[src/rtl/semaforo_pkg.sv]
// Shared types and helpers for the N-way intersection controller.
// The optional night mode (SEMAFORO_NOCTURNO_EN) uses the NOCHE state declared here.
package semaforo_pkg;

  typedef enum logic [2:0] {
    ROJO_AMARILLO = 3'd0,
    VERDE         = 3'd1,
    AMARILLO      = 3'd2,
    TODO_ROJO     = 3'd3,
    NOCHE         = 3'd4
  } estado_t;

  // Bits needed to count 0..max(T)-1, never narrower than one bit.
  function automatic int timer_width(int t_ra, int t_verde, int t_amar, int t_tr);
    int m;
    m = t_ra;
    if (t_verde > m) m = t_verde;
    if (t_amar > m) m = t_amar;
    if (t_tr > m) m = t_tr;
    if (m > 1) return $clog2(m);
    else return 1;
  endfunction

endpackage

[src/rtl/divisor_tick.sv]
// Prescaler: produces a one-cycle tick every DIVISOR clk cycles.
module divisor_tick #(
  parameter int unsigned DIVISOR = 500000
) (
  input  logic clk,
  input  logic rst,
  output logic tick
);

  localparam int CW = (DIVISOR > 1) ? $clog2(DIVISOR) : 1;

  logic [CW-1:0] cnt_q, cnt_d;

  assign tick = (cnt_q == CW'(DIVISOR - 1));

  always_comb begin
    if (tick) cnt_d = '0;
    else cnt_d = cnt_q + CW'(1);
  end

  always_ff @(posedge clk or posedge rst) begin
    if (rst) cnt_q <= '0;
    else cnt_q <= cnt_d;
  end

endmodule

[src/rtl/semaforo_cruce.sv]
// N-way round-robin intersection controller with demand skipping and all-red clearance.
// Define SEMAFORO_NOCTURNO_EN to add the NOCHE (flashing amber) night mode.
module semaforo_cruce
  import semaforo_pkg::*;
#(
  parameter int unsigned NUM_VIAS = 2,
  parameter int unsigned DIVISOR  = 500000,
  parameter int unsigned T_RA     = 1,
  parameter int unsigned T_VERDE  = 4,
  parameter int unsigned T_AMAR   = 2,
  parameter int unsigned T_TR     = 1
) (
  input  logic                        clk,
  input  logic                        rst,
  input  logic [NUM_VIAS-1:0]         peticion,
  input  logic                        nocturno,
  output logic [NUM_VIAS-1:0]         rojo,
  output logic [NUM_VIAS-1:0]         amarillo,
  output logic [NUM_VIAS-1:0]         verde,
  output logic [$clog2(NUM_VIAS)-1:0] via_activa
);

  localparam int VW = $clog2(NUM_VIAS);
  localparam int NV = int'(NUM_VIAS);
  localparam int TW = timer_width(int'(T_RA), int'(T_VERDE), int'(T_AMAR), int'(T_TR));

  estado_t               estado_q, estado_d;
  logic [TW-1:0]         timer_q, timer_d;
  logic [VW-1:0]         via_q, via_d;
  logic [NUM_VIAS-1:0]   demanda_q, demanda_d;
  logic [NUM_VIAS-1:0]   clr_s;
  logic [VW-1:0]         sel_s, idx_s;
  logic                  hallada_s, tick_s, fin_s, entra_ra_s;
  logic                  noche_req_s, ir_noche_s;

  divisor_tick #(.DIVISOR(DIVISOR)) u_div (
    .clk  (clk),
    .rst  (rst),
    .tick (tick_s)
  );

  function automatic int duracion(estado_t s);
    case (s)
      ROJO_AMARILLO: return int'(T_RA);
      VERDE:         return int'(T_VERDE);
      AMARILLO:      return int'(T_AMAR);
      TODO_ROJO:     return int'(T_TR);
      default:       return 1;
    endcase
  endfunction

  assign fin_s = (timer_q == TW'(duracion(estado_q) - 1));

`ifdef SEMAFORO_NOCTURNO_EN
  logic blink_q, blink_d, noche_pend_q, noche_pend_d;

  assign noche_req_s = nocturno;
  assign ir_noche_s  = noche_pend_q | nocturno;

  // A night request is remembered until NOCHE is reached; amber flashes on every tick.
  always_comb begin
    noche_pend_d = noche_pend_q;
    blink_d      = blink_q;
    if (estado_d == NOCHE && estado_q != NOCHE) begin
      blink_d      = 1'b1;
      noche_pend_d = 1'b0;
    end else if (estado_q == NOCHE) begin
      if (tick_s) blink_d = ~blink_q;
      else blink_d = blink_q;
    end else if (nocturno) begin
      noche_pend_d = 1'b1;
    end else begin
      noche_pend_d = noche_pend_q;
    end
  end

  always_ff @(posedge clk or posedge rst) begin
    if (rst) begin
      blink_q      <= 1'b0;
      noche_pend_q <= 1'b0;
    end else begin
      blink_q      <= blink_d;
      noche_pend_q <= noche_pend_d;
    end
  end
`else
  logic unused_nocturno;
  assign unused_nocturno = nocturno;
  assign noche_req_s     = 1'b0;
  assign ir_noche_s      = 1'b0;
`endif

  // Round-robin search starting after the current via; the current via is tried last.
  always_comb begin
    sel_s     = VW'((int'(via_q) + 1) % NV);
    idx_s     = '0;
    hallada_s = 1'b0;
    for (int k = 1; k <= NV; k++) begin
      idx_s = VW'((int'(via_q) + k) % NV);
      if (!hallada_s && demanda_q[idx_s]) begin
        sel_s     = idx_s;
        hallada_s = 1'b1;
      end else begin
        hallada_s = hallada_s;
      end
    end
  end

  always_comb begin
    estado_d   = estado_q;
    timer_d    = timer_q;
    via_d      = via_q;
    entra_ra_s = 1'b0;
    if (noche_req_s && estado_q == VERDE) begin
      estado_d = AMARILLO;
      timer_d  = '0;
    end else if (noche_req_s && estado_q == ROJO_AMARILLO) begin
      estado_d = TODO_ROJO;
      timer_d  = '0;
    end else if (tick_s) begin
      if (fin_s) begin
        timer_d = '0;
        case (estado_q)
          ROJO_AMARILLO: estado_d = VERDE;
          VERDE:         estado_d = AMARILLO;
          AMARILLO:      estado_d = TODO_ROJO;
          TODO_ROJO: begin
            if (ir_noche_s) begin
              estado_d = NOCHE;
            end else begin
              estado_d   = ROJO_AMARILLO;
              via_d      = sel_s;
              entra_ra_s = 1'b1;
            end
          end
          NOCHE: begin
            if (noche_req_s) estado_d = NOCHE;
            else estado_d = TODO_ROJO;
          end
          default: estado_d = TODO_ROJO;
        endcase
      end else begin
        timer_d = timer_q + TW'(1);
      end
    end else begin
      timer_d = timer_q;
    end
  end

  // Clearing on RA entry overrides a request arriving on the same edge.
  always_comb begin
    clr_s = '0;
    if (entra_ra_s) clr_s[via_d] = 1'b1;
    else clr_s = '0;
    demanda_d = (demanda_q | peticion) & ~clr_s;
  end

  always_ff @(posedge clk or posedge rst) begin
    if (rst) begin
      estado_q  <= TODO_ROJO;
      timer_q   <= '0;
      via_q     <= VW'(NUM_VIAS - 1);
      demanda_q <= '0;
    end else begin
      estado_q  <= estado_d;
      timer_q   <= timer_d;
      via_q     <= via_d;
      demanda_q <= demanda_d;
    end
  end

  always_comb begin
    rojo     = '1;
    amarillo = '0;
    verde    = '0;
    case (estado_q)
      ROJO_AMARILLO: amarillo[via_q] = 1'b1;
      VERDE: begin
        rojo[via_q]  = 1'b0;
        verde[via_q] = 1'b1;
      end
      AMARILLO: begin
        rojo[via_q]     = 1'b0;
        amarillo[via_q] = 1'b1;
      end
`ifdef SEMAFORO_NOCTURNO_EN
      NOCHE: begin
        rojo     = '0;
        amarillo = {NUM_VIAS{blink_q}};
      end
`endif
      default: rojo = '1;
    endcase
  end

  assign via_activa = via_q;

endmodule

[config.mk]
export PLATFORM = sky130hd
export DESIGN_NAME = semaforo_cruce
export DESIGN_NICKNAME = d
export VERILOG_FILES = /design/src/rtl/semaforo_pkg.sv /design/src/rtl/divisor_tick.sv /design/src/rtl/semaforo_cruce.sv
export SDC_FILE = /design/constraint.sdc
export NUM_CORES = 1
export LEC_CHECK = 0
export CORE_MARGIN = 2
export CORE_UTILIZATION = 50
export DETAILED_ROUTE_END_ITERATION = 10
export PLACE_DENSITY = 0.81
export REMOVE_ABC_BUFFERS = 1
export SETUP_SLACK_MARGIN = 0.3
export SYNTH_ARGS = -nofsm -noshare
export SYNTH_HDL_FRONTEND = slang
export SYNTH_SLANG_ARGS = --single-unit
[constraint.sdc]
create_clock -name clk -period 2 [get_ports clk]
set_input_delay 0.2 -clock clk [delete_from_list [all_inputs] [get_ports clk]]
set_output_delay 0.2 -clock clk [all_outputs]
set_load 0.01 [all_outputs]
==> metrics.md <==
| Metric | Value |
|---|---|
| Total number of vias | 1,291 |
| IR drop worst, VDD | a little over 0.4 mV |
| Hpwl dp | 2260 um |
| Outcome | finished with violations |
| Minimum clock period | 2060 ps |
| Crit Path Category | reg2reg |
| Routed Antenna Nets | 0 |
| Worst-margin pin slew | 330 ps |
| Clk slew on worst S/H paths | 150 ps |
| Final Cycle Share | 103% |
| Die Wd | 57.5 um |
| CP Cell Sequence | or4b_1, or4_4, buf_4, nor2_4, buf_6, a21oi_1 |
| Most common flop cell mapped by yosys | dfrtp_1 |
| Pwr Density | 458 nW/um2 |
| Crit path largest cell delay | roughly 540 ps |
| Max-slew violations | 0 |
| Clock Latency Late Sink | 320 ps |
| Final WL | 3750 um |
| Area fraction of the dominant cell type after synthesis | 40.2% |
| Leakage power figure | 0.912 nW |
| Worst Path Buf+Inv | 2 |
| PortBufs | 10 |
| Cts bufs inserted | 3 |
| Max Fclk | between 0.4 and 0.5 GHz |
| Failing checks | setup timing |
| Non-Filler Instances | roughly 220 |
| Worst Path Arrival | around 2300 ps |
| Row count | 19 |
| Fill count | between 150 and 200 |
| All-Layer GR Usage | between 20 and 25% |
| H-tree Lvls | 1 |
| Chip Height | 57.5 um |
| Clock root cell | clkbuf_4 |
| Slowest stage cell, crit path | or4b_1 |
| Synth cell count leaders | dfrtp_1, nor2_1, nand2_1 |
| Starting Density | around 52% |
| Unique masters post-synth | 34 |
| Initial antenna violation count | 0 |
| Relative slew margins | 78.0% |
| Share of cells above drive strength 1 | 35.1% |
| Cells after synthesis | about 150 |
| WL per Instance | 16.9 um |
| Hold Vio Cnt, Final | 0 |
| Kind of cell adding the most delay to the critical path | simple AND/OR/NAND/NOR gates |
| RSZ-0062 raised after global routing | yes |
| Via/cell ratio | 5.82 |
| Crit start category | flop |
| TritonCTS clock tree | yes |
| Seq/Total Area, Yosys | 45.7% |
| DRC Markers | 0 |
| Average cell area after synthesis | 9.67 um2 |
| Starting DRT DRC Count | 55 |
| Placed cell areas | 1670 um2 |
| Dominant cell type by area after synthesis | dfrtp_1 |
| Core area | 2730 um2 |
| Final worst slack | -56.1 ps |
| Layout area overhead | 38.0% |
| DRT Pass-1 Iters | 4 |
| Most frequent cell after synthesis | dfrtp_1 |
| Maxcap violations | 0 |
| Ys async rst share | 100% |
| Clock skew | 9.22 ps |
| Top post-synthesis cells by area | dfrtp_1, ha_1, dfstp_2 |
| Antenna diodes | 0 |
| Final Setup Violations | 12 |
| EDFF count, synth | 0 |
| Synthesized flop and latch total | 26 |
| Mapped cell area | 1430 um2 |
| Die area | 3310 um2 |
| Largest net degree at the start of global routing | 27 |
| Hold Crit Class | in2async |
| Synth warn | 0 |
| CP Capture Type | flop |
| Clk sink count | 26 |
| Vias in the first global route | between 1,000 and 1,500 |
| Total gr overflow | 0 |
| Final Wtd Congestion | 0.882 |
| Global-route wire length before repair | 5650 um |
| Nets@finish | about 200 |
| Critical path peak fanout | 5 |
| Design Area, Final | 1980 um2 |
| Worst EP required | approximately 2200 ps |
| Placed cell count | 201 |
| Longest Clk Path Bufs | 2 |
| Top-Level Pins | 12 |
[worst register-to-register path: stages (launching register included)]
cell and delay, ps:
dfrtp_1 400, or4b_1 540, or4_4 530, buf_4 170, nor2_4 110, buf_6 130
a21oi_1 60
[layout by cell type (no fill, tap or decap), types with 3 or more instances in the layout]
cell and n:
ha_4 3, nor2b_1 3, a21oi_1 5, buf_6 8
xnor2_1 6, nor2_1 16, ha_1 3, and4_1 5
clkdlybuf4s50_1 3, dfstp_2 3, dfrtp_1 23, nand2_1 8
nand3_1 9, xor2_1 8, buf_4 26, or4_1 3
inv_1 5, buf_2 4, o21ai_0 5, nand4_1 5
clkbuf_4 3
[cell type report]
class	count	area (um2)	area share [%]
inverters	7	31.3	1.58
clock inverters	1	30.0	1.52
multi-input cells	112	851	43.1
clock buffers	3	22.5	1.14
well taps	31	38.8	1.96
flip-flops and latches	26	654	33.1
repair buffers	42	348	17.6
[report_power, final]
part | total, mW | switching (mW) | internal, mW
registers | 0.526 | 0.0000000000000000607 | 0.526
clock network | 0.361 | 0.158 | 0.202
logic | 0.0174 | 0.0108 | 0.00653
total | 0.904 | 0.169 | 0.735
[path summary, 6_finish.rpt]
kind | from | endpoint | slack [ps] | depth (start not counted)
setup / recovery | u_div.cnt_q[7] | u_div.cnt_q[13] | -60 | 6
hold / removal | rst | u_div.cnt_q[11] | 210 | 3
setup reg to reg | u_div.cnt_q[7] | u_div.cnt_q[13] | -60 | 6
hold reg to reg | u_div.cnt_q[4] | u_div.cnt_q[4] | 530 | 1
max in group asynchronous | rst | estado_q[1] | 1480 | 3
min in group clk | peticion[1] | demanda_q[1] | 460 | 3
[metrics by stage]
stage	util [%]	hold WS, ps	TNS, ps	setup slack (ps)	power [mW]
4_1_cts	65.9	221	-35.3	-35.3	0.905
5_1_grt	72.3	242	-1010	-117	0.935
3_3_place_gp	61.1	490	0	17.2	0.553
2_1_floorplan	-	238	0	51.3	0.543
6_report	72.3	213	-306	-56.1	0.904
3_5_place_dp	61.1	501	-49.5	-49.5	0.553
[state kept, by name (all words and copies together) (netlist names)]
| signal | cells |
|---|---|
| estado_q | 2 |
| u_div.cnt_q | 19 |
| via_activa | 1 |
| demanda_q | 2 |
| timer_q | 2 |
[cells by family after synthesis]
logic type	synth area share (%)
AOI/OAI and AO/OA	4.37
xor gates and xnor gates	9.18
adders and majority gates	6.82
buffers and inverters	2.71
DFF	45.7
muxes	2.19
and+or+nand+nor	29.0
[per-layer routing]
metal  GRT usage [%]  share of wire (%)  wire (um)
met3            2.95                3.2        119
met5               0                  0          0
met4            5.65                1.8         68
met2            39.9                 57       2140
met1            27.5                 38       1420
[timing repair]
action,4_1_cts,5_1_grt
hold buffers,0,0
endpoints found under the hold margin,0,0
pin swaps,6,8
resized for setup,41,21
gates cloned,0,1
setup endpoints to repair,22,23
setup buffers,7,9
Note: power is estimated with default switching activity, not from simulation.
